[src/rtl/bfm_ahblite_cmd_master.sv]
`default_nettype none
// ============================================================================
// Module   : bfm_ahblite_cmd_master
// Brief    : AHB-Lite initiator. Turns single-transfer commands into pipelined
//            NONSEQ/SINGLE transfers and returns one response per command.
// Revision : 1.0 - initial release
// ============================================================================
module bfm_ahblite_cmd_master #(
    parameter int AWIDTH = 10,
    parameter int TPD    = 1
) (
    input  logic              HCLK,
    input  logic              HRESET,
    output logic [AWIDTH-1:0] HADDR,
    output logic              HWRITE,
    output logic [1:0]        HTRANS,
    output logic [2:0]        HSIZE,
    output logic [2:0]        HBURST,
    output logic              HMASTLOCK,
    output logic [3:0]        HPROT,
    output logic [31:0]       HWDATA,
    input  logic [31:0]       HRDATA,
    input  logic              HREADY,
    input  logic              HRESP,
    input  logic              CMD_VALID,
    output logic              CMD_READY,
    input  logic              CMD_WRITE,
    input  logic [AWIDTH-1:0] CMD_ADDR,
    input  logic [1:0]        CMD_SIZE,
    input  logic [31:0]       CMD_WDATA,
    output logic              RSP_VALID,
    output logic              RSP_ERR,
    output logic [31:0]       RSP_RDATA,
    output logic              BUSY,
    output logic [15:0]       XFER_CNT
);

    localparam logic [1:0] c_HTRANS_IDLE   = 2'b00;
    localparam logic [1:0] c_HTRANS_NONSEQ = 2'b10;

    // TPD only shapes clock-to-out in behavioural models; it has no hardware meaning.
    if (TPD < 0) begin : g_tpd_range
    end

    // Address-phase slot
    logic              r_a_valid;
    logic              r_a_write;
    logic [AWIDTH-1:0] r_a_addr;
    logic [1:0]        r_a_size;
    logic [31:0]       r_a_wdata;
    // Data-phase slot
    logic              r_d_valid;
    logic              r_d_write;
    logic [1:0]        r_d_lane;
    logic [1:0]        r_d_size;
    logic [31:0]       r_d_wdata;

    logic              r_err1;
    logic              r_rsp_valid;
    logic              r_rsp_err;
    logic [31:0]       r_rsp_rdata;
    logic [15:0]       r_xfer_cnt;

    logic              w_cmd_accept;
    logic              w_d_done;
    logic [1:0]        w_cmd_size;
    logic [31:0]       w_cmd_wdata;
    logic [31:0]       w_rd_lane;

    assign CMD_READY    = !HRESET && !r_err1 && (!r_a_valid || HREADY);
    assign w_cmd_accept = CMD_VALID && CMD_READY;
    assign w_d_done     = r_d_valid && HREADY;
    assign w_cmd_size   = (CMD_SIZE == 2'b11) ? 2'b10 : CMD_SIZE;

    // Narrow writes are replicated across all byte lanes so any slave lane decode works.
    always_comb begin
        w_cmd_wdata = CMD_WDATA;
        case (w_cmd_size)
            2'b00:   w_cmd_wdata = {4{CMD_WDATA[7:0]}};
            2'b01:   w_cmd_wdata = {2{CMD_WDATA[15:0]}};
            default: w_cmd_wdata = CMD_WDATA;
        endcase
    end

    always_comb begin
        w_rd_lane = HRDATA;
        case (r_d_size)
            2'b00:   w_rd_lane = {24'd0, HRDATA[{r_d_lane, 3'b000} +: 8]};
            2'b01:   w_rd_lane = {16'd0, HRDATA[{r_d_lane[1], 4'b0000} +: 16]};
            default: w_rd_lane = HRDATA;
        endcase
    end

    always_ff @(posedge HCLK) begin
        if (HRESET) begin
            r_a_valid   <= 1'b0;
            r_a_write   <= 1'b0;
            r_a_addr    <= '0;
            r_a_size    <= 2'b00;
            r_a_wdata   <= '0;
            r_d_valid   <= 1'b0;
            r_d_write   <= 1'b0;
            r_d_lane    <= 2'b00;
            r_d_size    <= 2'b00;
            r_d_wdata   <= '0;
            r_err1      <= 1'b0;
            r_rsp_valid <= 1'b0;
            r_rsp_err   <= 1'b0;
            r_rsp_rdata <= '0;
            r_xfer_cnt  <= '0;
        end else begin
            r_rsp_valid <= 1'b0;
            if (w_d_done) begin
                r_rsp_valid <= 1'b1;
                r_rsp_err   <= r_err1;
                r_rsp_rdata <= (r_d_write || r_err1) ? 32'd0 : w_rd_lane;
                r_xfer_cnt  <= r_xfer_cnt + 16'd1;
            end

            // Second ERROR cycle retires D only; the pending address stays in A.
            if (r_err1) begin
                if (HREADY) begin
                    r_err1    <= 1'b0;
                    r_d_valid <= 1'b0;
                end
            end else if (HREADY) begin
                r_d_valid <= r_a_valid;
                if (r_a_valid) begin
                    r_d_write <= r_a_write;
                    r_d_lane  <= r_a_addr[1:0];
                    r_d_size  <= r_a_size;
                    if (r_a_write) begin
                        r_d_wdata <= r_a_wdata;
                    end
                end
            end else if (r_d_valid && HRESP) begin
                r_err1 <= 1'b1;
            end

            if (w_cmd_accept) begin
                r_a_valid <= 1'b1;
                r_a_write <= CMD_WRITE;
                r_a_addr  <= CMD_ADDR;
                r_a_size  <= w_cmd_size;
                r_a_wdata <= w_cmd_wdata;
            end else if (HREADY && !r_err1) begin
                r_a_valid <= 1'b0;
            end
        end
    end

    assign HADDR     = r_a_addr;
    assign HWRITE    = r_a_write;
    assign HSIZE     = {1'b0, r_a_size};
    assign HTRANS    = (r_a_valid && !r_err1) ? c_HTRANS_NONSEQ : c_HTRANS_IDLE;
    assign HBURST    = 3'b000;
    assign HMASTLOCK = 1'b0;
    assign HPROT     = 4'b0011;
    assign HWDATA    = r_d_wdata;
    assign RSP_VALID = r_rsp_valid;
    assign RSP_ERR   = r_rsp_err;
    assign RSP_RDATA = r_rsp_rdata;
    assign BUSY      = r_a_valid || r_d_valid;
    assign XFER_CNT  = r_xfer_cnt;

endmodule
`default_nettype wire
[config.mk]
export PLATFORM = sky130hd
export DESIGN_NAME = bfm_ahblite_cmd_master
export DESIGN_NICKNAME = d
export VERILOG_FILES = /design/src/rtl/bfm_ahblite_cmd_master.sv
export SDC_FILE = /design/constraint.sdc
export NUM_CORES = 1
export LEC_CHECK = 0
export BUFFER_PORTS_ARGS = -buffer_cell sky130_fd_sc_hd__buf_4
export CORE_UTILIZATION = 42
export DETAILED_ROUTE_END_ITERATION = 10
export PLACE_DENSITY_LB_ADDON = 0.3
export SLEW_MARGIN = 20
export SYNTH_ARGS = -nofsm -noshare
export SYNTH_HDL_FRONTEND = slang
export SYNTH_SLANG_ARGS = --single-unit
[constraint.sdc]
create_clock -name HCLK -period 3.6 [get_ports HCLK]
set_input_delay 0.72 -clock HCLK [delete_from_list [all_inputs] [get_ports HCLK]]
set_output_delay 0.72 -clock HCLK [all_outputs]
set_load 0.02 [all_outputs]
==> results of run 1 <==
==> power groups by stage <==
| stage | Combinational (µW) | Sequential, µW | Clock [µW] |
|---|---|---|---|
| floorplan | 163 | 1590 | 0 |
| global placement | 284 | 1580 | 0 |
| detailed placement | 290 | 1580 | 0 |
| CTS | 292 | 1550 | 1660 |
| global route | 318 | 1550 | 1740 |
| finish | 294 | 1550 | 1630 |
==> worst max-delay path: cells and delay by family (launching register included) <==
| family | cells | cell delay, ns |
|---|---|---|
| AND/OR/NAND/NOR | 2 | 0.49 |
| flip-flops | 1 | 0.39 |
| buffers and inverters | 1 | 0.15 |
==> routing by layer <==
layer  part of all wire, %  track usage (%)  vias to the layer above  wire length (µm)
met4                   2.0             9.86                        0               314
met2                    47             35.7                      216              7300
li1                      -                -                     2515                 -
met1                    44             29.1                     2469              6710
met5                     0                0                        -                 0
met3                   7.0             5.52                       21              1080
==> synth_stat cells (all sizes together) (11+ instances only) <==
| cell | instances |
|---|---|
| nand2 | 151 |
| a21oi | 71 |
| mux2 | 11 |
| a222oi | 14 |
| buf | 40 |
| o21ai | 24 |
| a22oi | 18 |
| clkbuf | 21 |
| nor2 | 66 |
| mux2i | 22 |
| dfxtp | 135 |
==> cell type report <==
cell class,count,area share [%]
multi-input combinational,460,34.5
clock inverter,3,0.536
clock buffer,26,6.95
tap,172,2.88
inverter,4,0.201
timing repair buffer,186,18.7
sequential,135,36.2
==> sequential cells by signal (all words and copies together), names as in the netlist <==
name       count
r_a_wdata     32
RSP_RDATA     32
HWDATA        32
HWRITE         1
HADDR         10
RSP_VALID      1
r_d_valid      1
r_err1         1
RSP_ERR        1
r_a_valid      1
r_d_lane       2
XFER_CNT      16
r_d_size       2
r_d_write      1
r_a_size       2
==> cells by family after synthesis <==
group / Yosys count
and+or+nand+nor: 257
AOI/OAI and AO/OA: 148
DFF: 135
buffers and inverters: 65
muxes: 33
xor gates and xnor gates: 11
other: 2
adders and majority gates: 1
==> metrics by stage <==
stage,hold WS (ns),instances,setup slack [ns]
6_report,0.451,986,1.44
5_1_grt,0.473,986,1.33
4_1_cts,0.453,986,1.42
3_5_place_dp,0.447,957,1.05
3_3_place_gp,0.444,957,1.05
2_1_floorplan,0.432,660,1.60
==> how the worst max path moves through the flow <==
stage	startpoint	to	slack, ns	cells past startpoint
global placement	HRESET	XFER_CNT[15]$_SDFFE_PP0P_	1.05	5
CTS	r_err1$_SDFF_PP0_	CMD_READY	1.42	3
detailed placement	HRESET	XFER_CNT[15]$_SDFFE_PP0P_	1.05	5
floorplan	HRESET	CMD_READY	1.60	3
global route	HRESET	XFER_CNT[15]$_SDFFE_PP0P_	1.33	5
finish	r_err1$_SDFF_PP0_	CMD_READY	1.44	3
==> metrics.cfg, run 1 <==
[status]
status=finished, final reports clean

[drt]
first_iter_violations=447
vias=5221
ant_nets=0
wl_per_cell_um=15.6
dr.pass1.iters=5
via_per_inst=5.30
wl_um=15400
drt_drc_violations_left=0

[clock_network]
cts_made_buffers=17
cts_tree=built
htreeDepth=4
cts_root_buf=clkbuf_16
clkTransAtPathRegs_ns=0.05
postCtsSetupRepairBufs=0
cts_buffer_depth=2
ctsHoldBuffers=0
clk_latency_ns=0.42
cts.sinks=135
ctsResizeCount=0

[logic_synthesis]
yosys_warnings=0
yosysUniqueCellTypes=46
syn_area_mm2=0.00561
synth_largest_area_cell=dfxtp_1
synth_ff_type=dfxtp_1
async_reset_ff_share_pct=0
synthXorXnorAreaFrac_pct=1.72
synthTopCellsByArea=dfxtp_1 48%, nand2_1 10%, a21oi_1 6.3%
synth_edf_count=0
synth_cells=652
synth_top_family_by_area=simple AND/OR/NAND/NOR gates
ys_seq_area_share_pct=48.2
synth_top_area_share_pct=48.2
yosys.area_share.adder_pct=0.223
synth.avg_cell_area_um2=8.60
yosys_register_bits=135
synthMuxAreaShare_pct=6.27
synth_compound_area_share_pct=17.2
yosys.area_share.simple_pct=19.8

[pwr]
p_seq_share_pct=44.6
ir_drop_uv=289
power_density_mw_per_mm2=466
p_clk_share_pct=46.9
leakage_uw=0.00315
internal-power_uw=2700
combPwrFrac_pct=8.5
swShare_pct=22.3
switching_power_uw=775
fin_total_pwr_uw=3480

[critical_path]
reg2regPathDepth=5
path_cells=nor2_1 > and2_1 > buf_4
arrival_ns=1.44
critPathRequiredTime_ns=2.88
endpoint_kind=output port
worstPathMaxFanout=8
path_class=flop to output port
r2r_end=r_a_wdata[11]$_SDFFE_PP0P_
r2r_start=r_err1$_SDFF_PP0_
startpoint_type=flop
cpPeakStageDelay_ns=0.39
crit_slowest_cell=dfxtp_1
rrSetupSlack_ns=1.52

[global_routing]
grt_pass1_vias=4887
grt_max_degree=79
grt_pass1_wl_um=24800
overflow=0
antenna_found_initial=0
track_usage_pct=22.5

[placement]
post-dp-hpwl_um=10900
port_buffers=179
gp_congestion=0.851
placed_area_mm2=0.00691

[die]
start_util_pct=43.7
rows=41
io_pins=190
core-area_mm2=0.0128
die_x_um=118
die_h_um=118
dieArea_mm2=0.0138

[timing]
rsz0062_at_grt=false
slew_violations=0
min_period_ns=2.16
tns_ns=0
finalSetupViolCount=0
fmax_mhz=463
fin_skew_ns=0.00830
hold_violations=0
tightest_slew_ns=0.886
finalCritPeriodShare_pct=60.0
slew_headroom_pct=40.9

[finish]
drive_gt1_share_pct=29.4
fill_cells=1167
final_common_cell=buf_4
design_area_mm2=0.00747
areaGrowthSynthToFinish_pct=33.2
final_nets=887
antenna_cells=0
ff_latch_area_mm2=0.00270
fin_util_pct=58.2
multiInputGateArea_mm2=0.00258
final_cell_mix=186 x buf_4, 150 x nand2_1, 135 x dfxtp_1, 71 x a21oi_1, 65 x nor2_1

[worst_hold_path]
worstHoldStart=RSP_RDATA[3]$_SDFFE_PP0P_
worstHoldPathCells=2
holdCritPathClass=flop to flop
min_to=RSP_RDATA[3]$_SDFFE_PP0P_

[job]
cap_violations=0

No activity file was read; power rests on OpenSTA's default activity.
==> run 2: changes to the inputs <==
==> constraint.sdc (replaced) <==
create_clock -name HCLK -period 2.1 [get_ports HCLK]
set_input_delay 0.42 -clock HCLK [delete_from_list [all_inputs] [get_ports HCLK]]
set_output_delay 0.42 -clock HCLK [all_outputs]
set_load 0.02 [all_outputs]
==> run 2 against run 1 <==
First-iteration DRC count down 10%. Sequential share of layout area shrank 0.60 points. Count of clock-buffer cells in the layout decreased by 7. Worst hold slack got worse by 0.20 ns. Sequential power increased by 72%. Register-to-register slack lost 1.3 ns.
==> metrics.cfg, run 2 (synthesis gave the netlist of run 1 again) <==
[status]
status=finished, final reports clean  ; unchanged

[die]
core-area_mm2=0.0128  ; unchanged
die_h_um=118  ; unchanged
dieArea_mm2=0.0138  ; unchanged
start_util_pct=43.7  ; unchanged
rows=41  ; unchanged
die_x_um=118  ; unchanged
io_pins=190  ; unchanged

[pwr]
fin_total_pwr_uw=6270  ; was 3480 µW
p_clk_share_pct=49.5  ; was 46.9%
switching_power_uw=1420  ; was 775 µW
combPwrFrac_pct=8.2  ; was 8.5%
p_seq_share_pct=42.3  ; was 44.6%
power_density_mw_per_mm2=826  ; was 466 mW/mm²
leakage_uw=0.00319  ; was 0.00315 µW
swShare_pct=22.6  ; was 22.3%
ir_drop_uv=541  ; was 289 µV
internal-power_uw=4850  ; was 2700 µW

[finish]
design_area_mm2=0.00759  ; was 0.00747 mm²
antenna_cells=0  ; unchanged
fill_cells=1154  ; was 1167
areaGrowthSynthToFinish_pct=35.4  ; was 33.2%
final_cell_mix=187 x buf_4, 151 x nand2_1, 135 x dfxtp_1, 71 x a21oi_1, 65 x nor2_1  ; was 186 x buf_4, 150 x nand2_1, 135 x dfxtp_1, 71 x a21oi_1, 65 x nor2_1
final_nets=891  ; was 887
final_common_cell=buf_4  ; unchanged
drive_gt1_share_pct=30.0  ; was 29.4%

[drt]
vias=5126  ; was 5221
ant_nets=0  ; unchanged
first_iter_violations=401  ; was 447
drt_drc_violations_left=0  ; unchanged
wl_per_cell_um=15.2  ; was 15.6 µm
via_per_inst=5.17  ; was 5.30
dr.pass1.iters=7  ; was 5
wl_um=15100  ; was 15400 µm

[global_routing]
grt.busiest_layer=met2  ; unchanged
antenna_found_initial=0  ; unchanged
met3_usage_pct=4.84  ; was 5.52%
overflow=0  ; unchanged
met2_usage_pct=35.1  ; was 35.7%
met1_usage_pct=28.0  ; was 29.1%
grt_pass1_wl_um=23800  ; was 24800 µm
track_usage_pct=21.6  ; was 22.5%
grt_max_degree=76  ; was 79
grt_pass1_vias=4751  ; was 4887

[placement]
placed_area_mm2=0.00697  ; was 0.00691 mm²
post-dp-hpwl_um=10800  ; was 10900 µm
port_buffers=179  ; unchanged
place_ws_ns=0.170  ; was 1.05 ns
gp_congestion=0.840  ; was 0.851

[critical_path]
arrival_ns=2.22  ; was 1.44 ns
rrSetupSlack_ns=0.23  ; was 1.52 ns
endpoint_kind=flop  ; was output port
crit_slowest_cell=and2_1  ; was dfxtp_1
critPathRequiredTime_ns=2.45  ; was 2.88 ns
startpoint_type=flop  ; unchanged
path_class=flop to flop  ; was flop to output port
cpPeakStageDelay_ns=0.70  ; was 0.39 ns
path_cells=and4bb_4 > and2_1 > a222oi_1 > nor2_1  ; was nor2_1 > and2_1 > buf_4
worstPathMaxFanout=24  ; was 8

[timing]
rsz0062_at_grt=false  ; unchanged
hold_ws_ns=0.254  ; was 0.451 ns
hold_violations=0  ; unchanged
min_period_ns=1.87
tightest_slew_ns=0.867  ; was 0.886 ns
fmax_mhz=534
slew_violations=0  ; unchanged
finalCritPeriodShare_pct=89.1
finalSetupViolCount=0  ; unchanged
tns_ns=0  ; unchanged
setup_slack_ns=0.229  ; was 1.44 ns
fin_skew_ns=0.00754  ; was 0.00830 ns
slew_headroom_pct=42.2  ; was 40.9%

[clock_network]
cts.sinks=135  ; unchanged
ctsHoldBuffers=0  ; unchanged
htreeDepth=4  ; unchanged
cts_buffer_depth=2  ; unchanged
postCtsSetupRepairBufs=0  ; unchanged
cts_tree=built  ; unchanged
clk_latency_ns=0.41  ; was 0.42 ns
clkTransAtPathRegs_ns=0.06  ; was 0.05 ns
ctsResizeCount=0  ; unchanged
cts_root_buf=clkbuf_16  ; unchanged
cts_made_buffers=17  ; unchanged

[worst_hold_path]
holdCritPathClass=input port to flop  ; was flop to flop

[job]
cap_violations=0  ; unchanged

-- run 2: cell types whose count changed in the layout (fill, tap and decap cells not counted), sizes merged --
cell      before  now
clkinvlp       0    4
buf          186  190
bufinv         1    4
clkinv         2    4
clkbuf        26   19
-- run 2: worst max-delay path, delay by kind of cell, from the launching register on --
family           cells  cell delay, ns
flip-flops           1            0.50
AND/OR/NAND/NOR      3            1.14
AO/OA/AOI/OAI        1            0.17
-- run 2: final timing paths --
path | from | to | depth (start not counted)
setup / recovery | r_d_valid$_SDFFE_PP0P_ | RSP_RDATA[9]$_SDFFE_PP0P_ | 4
hold / removal | CMD_ADDR[1] | HADDR[1]$_SDFFE_PP0P_ | 3
setup reg to reg | r_d_valid$_SDFFE_PP0P_ | RSP_RDATA[9]$_SDFFE_PP0P_ | 4
hold reg to reg | r_a_wdata[6]$_SDFFE_PP0P_ | HWDATA[6]$_SDFFE_PP0P_ | 2
-- run 2: cell type report --
class / count / area, µm² / area share [%]
Inverter: 4 / 15.0 / 0.198
Timing Repair Buffer: 190 / 1460 / 19.3
Clock inverter: 12 / 178 / 2.34
Clock buffer: 19 / 443 / 5.83
Sequential cell: 135 / 2700 / 35.6
Multi-Input combinational cell: 460 / 2580 / 33.9
Tap cell: 172 / 215 / 2.83
-- run 2: routing by layer --
metal	up-vias	share of wire, %
li1	2527	-
met1	2390	45
met2	189	47
met3	20	5.9
met4	0	2.0
met5	-	0
-- run 2: power groups by stage --
stage,registers (µW),clock network [µW],logic [µW]
after floorplan,2720,0,280
after CTS,2650,3140,514
after global routing,2660,3260,554
after global placement,2710,0,501
final,2660,3100,515
after detailed placement,2710,0,511
-- run 2: through the flow --
stage	util, %	cells
5_1_grt	59.2	992
4_1_cts	59.2	992
3_3_place_gp	54.4	961
2_1_floorplan	-	660
6_report	59.2	992
3_5_place_dp	54.4	961
==> run 3: changes to the inputs <==
--- a/config.mk
+++ b/config.mk
@@ -9,6 +9,7 @@
 export CORE_UTILIZATION = 42
 export DETAILED_ROUTE_END_ITERATION = 10
 export PLACE_DENSITY_LB_ADDON = 0.3
+export REMOVE_ABC_BUFFERS = 1
 export SLEW_MARGIN = 20
 export SYNTH_ARGS = -nofsm -noshare
 export SYNTH_HDL_FRONTEND = slang
==> run 3 against run 2 <==
Combinational power down 2%. Register-to-register slack better by 0.14 ns. Via count rose by 0.33%. Critical path type is now flop to output port. Largest cell class unchanged.
==> metrics.cfg, run 3 (synthesis gave the netlist of run 1 again) <==
[timing]
tightest_slew_ns=0.874  ; was 0.867 ns
slew_headroom_pct=41.7  ; was 42.2%
slew_violations=0  ; unchanged
fin_skew_ns=0.00813  ; was 0.00754 ns
finalSetupViolCount=0  ; unchanged
fmax_mhz=573  ; was 534 MHz
setup_slack_ns=0.356  ; was 0.229 ns
finalCritPeriodShare_pct=83.0  ; was 89.1%
hold_ws_ns=0.250  ; was 0.254 ns
rsz0062_at_grt=false  ; unchanged
hold_violations=0  ; unchanged
min_period_ns=1.74  ; was 1.87 ns

[die]
io_pins=190  ; unchanged
core-area_mm2=0.0128  ; unchanged
dieArea_mm2=0.0138  ; unchanged
rows=41  ; unchanged
die_x_um=118  ; unchanged
start_util_pct=43.7  ; unchanged
die_h_um=118  ; unchanged

[global_routing]
overflow=0  ; unchanged
grt_max_degree=83  ; was 76
grt_pass1_vias=4970  ; was 4751
antenna_found_initial=0  ; unchanged
track_usage_pct=21.6  ; about the same
grt_pass1_wl_um=24300  ; was 23800 µm

[critical_path]
timing.critical_path.from=r_d_valid$_SDFFE_PP0P_  ; unchanged
cp_top_family=flip-flops  ; was simple AND/OR/NAND/NOR gates
path_class=flop to output port  ; was flop to flop
reg2regPathDepth=4  ; unchanged
r2r_start=r_d_valid$_SDFFE_PP0P_  ; unchanged
crit_slowest_cell=dfxtp_1  ; was and2_1
startpoint_type=flop  ; unchanged
rrSetupSlack_ns=0.37  ; was 0.23 ns
arrival_ns=1.32  ; was 2.22 ns
endpoint_kind=output port  ; was flop
worst-path-buf-inv=1  ; was 0
cpPeakStageDelay_ns=0.40  ; was 0.70 ns
path_cells=or2_2 > buf_4  ; was and4bb_4 > and2_1 > a222oi_1 > nor2_1
worstPathMaxFanout=11  ; was 24
r2r_end=XFER_CNT[15]$_SDFFE_PP0P_  ; was RSP_RDATA[9]$_SDFFE_PP0P_
critPathRequiredTime_ns=1.68  ; was 2.45 ns

[finish]
design_area_mm2=0.00762  ; was 0.00759 mm²
final_common_cell=buf_4  ; unchanged
final_cell_mix=188 x buf_4, 151 x nand2_1, 135 x dfxtp_1, 71 x a21oi_1, 65 x nor2_1  ; was 187 x buf_4, 151 x nand2_1, 135 x dfxtp_1, 71 x a21oi_1, 65 x nor2_1
areaGrowthSynthToFinish_pct=35.9  ; was 35.4%
fin_util_pct=59.4  ; was 59.2%
drive_gt1_share_pct=30.2  ; was 30.0%
antenna_cells=0  ; unchanged
final_nets=891  ; unchanged

[clock_network]
ctsHoldBuffers=0  ; unchanged
clkTransAtPathRegs_ns=0.06  ; about the same
cts.sinks=135  ; unchanged
cts_buffer_depth=2  ; unchanged
postCtsSetupRepairBufs=0  ; unchanged
htreeDepth=4  ; unchanged
clk_latency_ns=0.41  ; about the same
cts_tree=built  ; unchanged
cts_made_buffers=17  ; unchanged
cts_root_buf=clkbuf_16  ; unchanged

[drt]
ant_nets=0  ; unchanged
via_per_inst=5.18  ; was 5.17
vias=5143  ; was 5126
drt_drc_violations_left=0  ; unchanged
first_iter_violations=332  ; was 401
dr.pass1.iters=5  ; was 7
wl_um=14800  ; was 15100 µm
wl_per_cell_um=14.9  ; was 15.2 µm

[placement]
post-dp-hpwl_um=10000  ; was 10800 µm
port_buffers=179  ; unchanged
place_ws_ns=0.144  ; was 0.170 ns
placed_area_mm2=0.00696  ; was 0.00697 mm²
gp_congestion=0.795  ; was 0.840

[worst_hold_path]
holdCritPathClass=input port to flop  ; unchanged
worstHoldPathCells=3  ; unchanged
min_to=RSP_RDATA[31]$_SDFFE_PP0P_  ; was HADDR[1]$_SDFFE_PP0P_
worstHoldStart=HRDATA[31]  ; was CMD_ADDR[1]

[status]
status=finished, final reports clean  ; unchanged

[job]
cap_violations=0  ; unchanged

[pwr]
ir_drop_uv=610  ; was 541 µV
leakage_uw=0.00321  ; was 0.00319 µW
power_density_mw_per_mm2=843  ; was 826 mW/mm²
fin_total_pwr_uw=6420  ; was 6270 µW

==> run 3: tightest hold or removal path, stage by stage <==
cell,delay (ns)
buf_4,0.08
a22oi_1,0.05
nor2_1,0.07
==> run 3: through the flow <==
stage	instances	TNS, ns
global route	993	0
finish	993	0
floorplan	599	-2.37
global placement	961	0
detailed placement	961	0
CTS	993	0
==> run 3: what timing repair did <==
action | 4_1_cts | 5_1_grt
resized for setup | 0 | 1
endpoints found under the hold margin | 0 | 0
setup endpoints to repair | 0 | 1
==> run 3: area by class of cell <==
cell class	instances	area [µm²]
tap	172	215
clock inverter	12	199
clock buffer	20	457
timing repair buffer	190	1450
fill	1132	5210
multi-input combinational	460	2580
inverter	4	15.0
sequential	135	2700
==> run 3: how the worst max path moves through the flow <==
| stage | to | slack, ns | depth (start not counted) |
|---|---|---|---|
| 6_report | BUSY | 0.36 | 2 |
| 5_1_grt | XFER_CNT[15]$_SDFFE_PP0P_ | 0.25 | 4 |
| 4_1_cts | RSP_RDATA[22]$_SDFFE_PP0P_ | 0.16 | 4 |
| 3_5_place_dp | RSP_RDATA[13]$_SDFFE_PP0P_ | 0.14 | 5 |
| 3_3_place_gp | RSP_RDATA[9]$_SDFFE_PP0P_ | 0.25 | 5 |
| 2_1_floorplan | r_a_wdata[10]$_SDFFE_PP0P_ | -0.15 | 4 |
==> run 3: power breakdown <==
part	switching, µW	total [µW]	internal [µW]
clock	1100	3260	2170
sequential	35.9	2650	2620
combinational	278	503	225
==> run 3: per-layer routing <==
layer | global-route usage (%) | part of all wire [%] | vias up | wire, µm
li1 | - | - | 2521 | -
met1 | 25.6 | 42 | 2421 | 6170
met2 | 35.8 | 49 | 181 | 7240
met3 | 7.75 | 7.4 | 20 | 1100
met4 | 7.77 | 1.8 | 0 | 270
met5 | 0 | 0 | - | 0
